File: src/rtl/seq_controle.sv
// Purpose : command-driven sequencer for the A/B register + ALU datapath (load A, load B, iterate ALU op into A).
// Latency : start sampled in cycle 0, done pulses in cycle 3+iter; strobes are Mealy on (state, adv, abort).
// Backpress: no handshake; start is only accepted in IDLE, abort cancels any sequence immediately.
//
// Ports:
//   clk, reset (async, active-low)
//   start, cmd[1:0], iter[CNT_W-1:0] : request, latched when start is accepted in IDLE
//   abort                            : cancel current sequence (ignored in IDLE, beats start)
//   tick                             : pacing strobe, only used when SEQ_TICK_EN is defined
//   selA, wrA, wrB, aluOp[1:0]       : datapath controls
//   busy, done                       : status (busy = not IDLE, done = one-cycle completion pulse)
//   prStateLed, nxStateLed           : present / next state code for board LEDs
//
// Optional feature macro: SEQ_TICK_EN -- LOADA/LOADB/EXEC advance only on tick=1.

module seq_controle #(
  parameter int          CNT_W   = 4,
  parameter logic [1:0]  IDLE_OP = 2'b00
) (
  input  logic             clk,
  input  logic             reset,
  input  logic             start,
  input  logic [1:0]       cmd,
  input  logic [CNT_W-1:0] iter,
  input  logic             abort,
  input  logic             tick,
  output logic             selA,
  output logic             wrA,
  output logic             wrB,
  output logic [1:0]       aluOp,
  output logic             busy,
  output logic             done,
  output logic [2:0]       prStateLed,
  output logic [2:0]       nxStateLed
);

  typedef enum logic [2:0] {
    S_IDLE  = 3'b000,
    S_LOADA = 3'b001,
    S_LOADB = 3'b010,
    S_EXEC  = 3'b011,
    S_DONE  = 3'b101
  } state_t;

  state_t           state_q, state_d;
  logic [CNT_W-1:0] rem_q, rem_d;
  logic [1:0]       cmd_q, cmd_d;
  logic             adv;

`ifdef SEQ_TICK_EN
  assign adv = tick;
`else
  // tick is kept on the port list so both builds share one pinout.
  logic unused_tick;
  assign unused_tick = tick;
  assign adv         = 1'b1;
`endif

  always_comb begin
    state_d = state_q;
    rem_d   = rem_q;
    cmd_d   = cmd_q;
    wrA     = 1'b0;
    wrB     = 1'b0;
    selA    = 1'b0;
    aluOp   = IDLE_OP;
    done    = 1'b0;

    case (state_q)
      S_IDLE: begin
        // Abort beats a simultaneous start; IDLE->LOADA is never tick-gated.
        if (start && !abort) begin
          state_d = S_LOADA;
          rem_d   = iter;
          cmd_d   = cmd;
        end
      end
      S_LOADA: begin
        if (adv) begin
          wrA     = 1'b1;
          state_d = S_LOADB;
        end
      end
      S_LOADB: begin
        if (adv) begin
          wrB     = 1'b1;
          state_d = (rem_q != '0) ? S_EXEC : S_DONE;
        end
      end
      S_EXEC: begin
        // aluOp follows the latched command on held cycles too, so the
        // ALU output is stable while waiting for the next tick.
        aluOp = cmd_q;
        if (adv) begin
          wrA   = 1'b1;
          selA  = 1'b1;
          rem_d = rem_q - 1'b1;
          if (rem_q == CNT_W'(1)) begin
            state_d = S_DONE;
          end
        end
      end
      S_DONE: begin
        done    = 1'b1;
        state_d = S_IDLE;
      end
      default: begin
        // Illegal codes 100/110/111 recover to IDLE.
        state_d = S_IDLE;
      end
    endcase

    // Abort outside IDLE: squash this cycle's strobes and the done pulse.
    if (abort && (state_q != S_IDLE)) begin
      state_d = S_IDLE;
      rem_d   = rem_q;
      wrA     = 1'b0;
      wrB     = 1'b0;
      selA    = 1'b0;
      done    = 1'b0;
    end
  end

  always_ff @(posedge clk or negedge reset) begin
    if (!reset) begin
      state_q <= S_IDLE;
      rem_q   <= '0;
      cmd_q   <= 2'b00;
    end else begin
      state_q <= state_d;
      rem_q   <= rem_d;
      cmd_q   <= cmd_d;
    end
  end

  assign busy       = (state_q != S_IDLE);
  assign prStateLed = state_q;
  assign nxStateLed = state_d;

endmodule
File: config.mk
export PLATFORM = sky130hd
export DESIGN_NAME = seq_controle
export DESIGN_NICKNAME = d
export VERILOG_FILES = /design/src/rtl/seq_controle.sv
export SDC_FILE = /design/constraint.sdc
export NUM_CORES = 1
export LEC_CHECK = 0
export ABC_AREA = 1
export CELL_PAD_IN_SITES_DETAIL_PLACEMENT = 1
export CELL_PAD_IN_SITES_GLOBAL_PLACEMENT = 1
export CORE_UTILIZATION = 29
export CTS_BUF_LIST = sky130_fd_sc_hd__clkbuf_2
export DETAILED_ROUTE_END_ITERATION = 6
export PLACE_DENSITY = 0.87
export SLEW_MARGIN = 5
export SYNTH_ARGS = -nofsm -noshare
export SYNTH_HDL_FRONTEND = slang
export SYNTH_SLANG_ARGS = --single-unit
File: constraint.sdc
create_clock -name clk -period 1.7 [get_ports clk]
set_input_delay 0.425 -clock clk [delete_from_list [all_inputs] [get_ports clk]]
set_output_delay 0.425 -clock clk [all_outputs]
set_load 0.01 [all_outputs]
==> run_results.csv, run 1 <==
group,metric,value,unit
clocking,holdBufCountCts,0,
outcome,firstError,"[ERROR DPL-0033] detailed placement checks failed during check placement.",
synth,synth_top_family_by_area,"simple AND/OR/NAND/NOR gates",
synth,synthSimpleGateAreaFrac,0.385,
die,dieHeight,46.3,um
outcome,stop_stage,"global routing",
synth,syn_avg_cell_area,7.03,sq um
synth,syn_nets,94,
outcome,outcome,"did not finish",
synth,yosysUniqueCellTypes,15,
placed_design,hpwl,1580,um
synth,synthArstFlopShare,1.00,
clocking,cts_root_buf,"clkbuf_2",
clocking,cts_max_path_buffers,2,
synth,ys_seq_elements,9,
placed_design,portBuffers,22,
synth,synth_xor_area_frac,0,
synth,synthMuxAreaShare,0,
die,pin_count,24,
global_route,grt_max_degree,10,
synth,synth-edff-count,0,
clocking,clock_sinks,9,
synth,yosysWarnings,0,
timing,worstEndpointGrtRepair,"nxStateLed[2]",
synth,synth_compound_area_frac,0.0901,
die,die_w,46.3,um
synth,synthFlopType,"dfrtp_1",
timing,worst-endpoint-pin-kind,"output port",
synth,ys_seq_area_frac,0.396,
clocking,htreeDepth,1,
synth,netlist_area,569,sq um
die,std_cell_rows,15,
placed_design,routabilityCongestion,0.835,
synth,synthCells,81,
global_route,grt_antenna_before_repair,0,
clocking,numCtsBuffers,3,
synth,synthAdderAreaFrac,0.0440,
die,initial_core_util,0.319,
placed_design,post-place-cells,150,
through the flow:
step / hold slack (ns) / area, sq um / setup slack (ns) / TNS [ns]
CTS: 0.491 / 1200 / -0.276 / -0.888
detailed placement: 0.511 / 986 / -0.697 / -3.93
global placement: 0.495 / 986 / -0.624 / -3.63
floorplan: 0.129 / 569 / 0.134 / 0
synth_stat cells (2+ instances only):
cell type / number / area, sq um
a21oi_1: 2 / 10.0
dfrtp_1: 9 / 225
ha_1: 2 / 25.0
inv_1: 12 / 45.0
nand2_1: 18 / 67.6
nand2_4: 2 / 22.5
nand3_1: 7 / 35.0
nor2_1: 15 / 56.3
nor3_1: 2 / 10.0
o21ai_0: 7 / 35.0
kinds of logic after synthesis:
kind of cell	Yosys count
simple gates	47
compound gates	10
fa+ha+maj	2
buf+inv	13
flops	9
timing repair:
action                                 CTS
setup endpoints to repair               12
setup buffers                           15
gates resized for setup                 84
endpoints found under the hold margin    0
pin swaps                               14
==> run 2, diff against run 1 <==
- CELL_PAD_IN_SITES_DETAIL_PLACEMENT: 1 -> not set
- CELL_PAD_IN_SITES_GLOBAL_PLACEMENT: 1 -> not set
- CORE_AREA: not set -> 2 2 63 65
- CORE_UTILIZATION: 29 -> not set
- CTS_BUF_LIST: sky130_fd_sc_hd__clkbuf_2 -> not set
- DIE_AREA: not set -> 0 0 65 67
- PLACE_DENSITY: 0.87 -> not set
- PLACE_DENSITY_LB_ADDON: not set -> 0.15
==> run 2 against run 1 <==
- the flow now finishes, with violations (setup timing)
- synthesized area stayed put
- synthesized cell count stayed put
==> run_results.csv, run 2 <==
group,metric,value,unit
placed_design,portBuffers,22,
finish,multi_input_area,404,sq um
power_and_ir_drop,power,1.99,mW
synth,synth_top_area_frac,0.396,
global_route,grt_max_degree,10,
timing,period_minus_slack,1.93,ns
outcome,outcome,"complete, but fails checks",
drt,drt-initial-drc-count,18,
finish,final_cell_mix,"buf_4, nand2_1, nor2_1, buf_6",
run,drv_cap,0,
placed_design,routabilityCongestion,0.786,
die,die_area,4360,sq um
timing,finalSetupTns,-0.380,ns
finish,largest_reg_flops,4,
global_route,grt_pass1_vias,690,
placed_design,hpwl,1410,um
placed_design,dpl-instance-area,1020,sq um
power_and_ir_drop,p_leak,0.644,nW
finish,area_growth,121,%
drt,ant_nets,0,
drt,first_pass_iters,4,
critical_path,rrSetupSlack,0.15,ns
clocking,clock_sinks,9,
critical_path,max_stage_delay,0.38,ns
critical_path,worstRegToRegCells,9,
drt,route.top_layer_used,"met4",
synth,ys_seq_area_frac,0.396,
placed_design,place_ws,-0.724,ns
finish,final_common_cell,"buf_4",
critical_path,cp.arrival,1.50,ns
finish,nFillCells,387,
drt,drc,0,
clocking,cts_max_path_buffers,2,
synth,synthFlopType,"dfrtp_1",
drt,routedWlPerCell,10.5,um
timing,skew,0.000474,ns
critical_path,rr_endpoint,"rem_q[3]$_DFFE_PN0P_",
outcome,violations,"setup timing",
die,initial_core_util,0.158,
drt,via_per_inst,3.85,
timing,worstMarginPinSlew,0.445,ns
timing,relSlewSlack,0.703,
synth,yosysWarnings,0,
critical_path,crit_chain,"inv_2, ha_4, inv_2, nor2_4, nand2_2, nor2_1, nor2_1, nor2_1, buf_2",
synth,synthCells,81,
global_route,grt_overflow,0,
clocking,holdBufCountCts,0,
drt,m1WireLength,913,um
finish,seq_area,226,sq um
synth,synth_commonest_cells,"nand2_1, nor2_1, inv_1",
timing,whs,0.507,ns
synth,synth_area_leader_cell,"dfrtp_1",
timing,slew_violations,0,
timing,fmax,519,MHz
critical_path,crit_top_cell,"nor2_1",
drt,vias,732,
die,dieHeight,67,um
synth,synth_area_leaders,"dfrtp_1, nand2_1, nor2_1",
clocking,clk_pin_slew_worst_paths,0.05,ns
timing,setup-violations-final,3,
synth,yosysMostFrequentCell,"nand2_1",
finish,fin_nets,156,
synth,synth-edff-count,0,
drt,dr_wl_met2,942,um
worst_hold_path,hp-class,"in -> async",
critical_path,rr_startpoint,"prStateLed[1]$_DFF_PN0_",
die,pin_count,24,
timing,period_share,1.13,
synth,syn_nets,94,
clocking,clock_latency,0.23,ns
critical_path,crit_path_start_kind,"register",
critical_path,startpoint,"rem_q[0]$_DFFE_PN0P_",
synth,synthArstFlopShare,1.00,
critical_path,path_buf_inv,3,
clocking,htreeDepth,1,
die,std_cell_rows,22,
drt,wl_met3,116,um
clocking,cts_tree,"built",
drt,finalWirelength,2000,um
critical_path,crit_slowest_cell,"dfrtp_1",
critical_path,crit_type,"reg -> out",
clocking,numCtsBuffers,3,
critical_path,end_kind,"output port",
finish,largest_register,"rem_q",
global_route,grt_use_total,0.0937,
timing,rsz0062_at_grt,"true",
power_and_ir_drop,ir_drop,0.000409,V
synth,ys_seq_elements,9,
die,die_w,65,um
synth,yosysUniqueCellTypes,15,
finish,final_cell_area,1260,sq um
critical_path,crit_required,1.27,ns
power_and_ir_drop,p_per_area,1580,nW/um^2
critical_path,crit_fanout,2,
die,coreArea,3610,sq um
global_route,grt_pass1_wl,3090,um
synth,netlist_area,569,sq um
finish,antenna_cells,0,
finish,drive_above_1_share,0.556,
synth,syn_avg_cell_area,7.03,sq um
global_route,grt_antenna_before_repair,0,
critical_path,crit_family,"simple AND/OR/NAND/NOR gates",
clocking,cts_root_buf,"clkbuf_8",
timing,hold_violations,0,
timing,postLayoutSetupSlackWorst,-0.228,ns
## run 2: cell families after synthesis
| logic type | count (synthesis) | share of synthesized area |
|---|---|---|
| adder cells (fa/ha/maj) | 2 | 0.0439 |
| flip-flops | 9 | 0.396 |
| AND/OR/NAND/NOR | 47 | 0.385 |
| AO/OA/AOI/OAI | 10 | 0.0901 |
| buffers and inverters | 13 | 0.0857 |
## run 2: final cells by class
cell class | instances | area share
Sequential cell | 9 | 0.180
Multi-Input combinational cell | 59 | 0.321
Tap cell | 48 | 0.0478
Clock buffer | 4 | 0.0358
Timing Repair Buffer | 57 | 0.374
Inverter | 13 | 0.0408
## run 2: through the flow
stage	utilization	cells
floorplan	-	81
global placement	0.283	174
detailed placement	0.283	174
CTS	0.318	183
global route	0.349	190
finish	0.349	190
## run 2: metal layers
| metal | GRT usage | up-vias |
|---|---|---|
| met2 | 0.148 | 18 |
| met5 | 0 | - |
| met4 | 0.0399 | 0 |
| li1 | - | 377 |
| met1 | 0.118 | 335 |
| met3 | 0.0270 | 2 |
## run 2: how the worst max path moves through the flow
stage | end | slack (ns) | cells past startpoint
final | nxStateLed[2] | -0.23 | 9
after global routing | nxStateLed[2] | -0.31 | 9
after detailed placement | nxStateLed[0] | -0.72 | 5
after CTS | nxStateLed[2] | -0.23 | 9
after global placement | nxStateLed[0] | -0.69 | 5
after floorplan | nxStateLed[2] | 0.13 | 8
## run 2: what timing repair did
item,4_1_cts,5_1_grt
setup endpoints to repair,13,10
resized for setup,67,25
setup buffers,5,9
pin swaps,12,11
## run 2: power by group
part           switching, mW  internal (mW)
combinational          0.644          0.714
clock                 0.0851          0.163
sequential            0.0745          0.311
(Power assumes the default switching activity.)
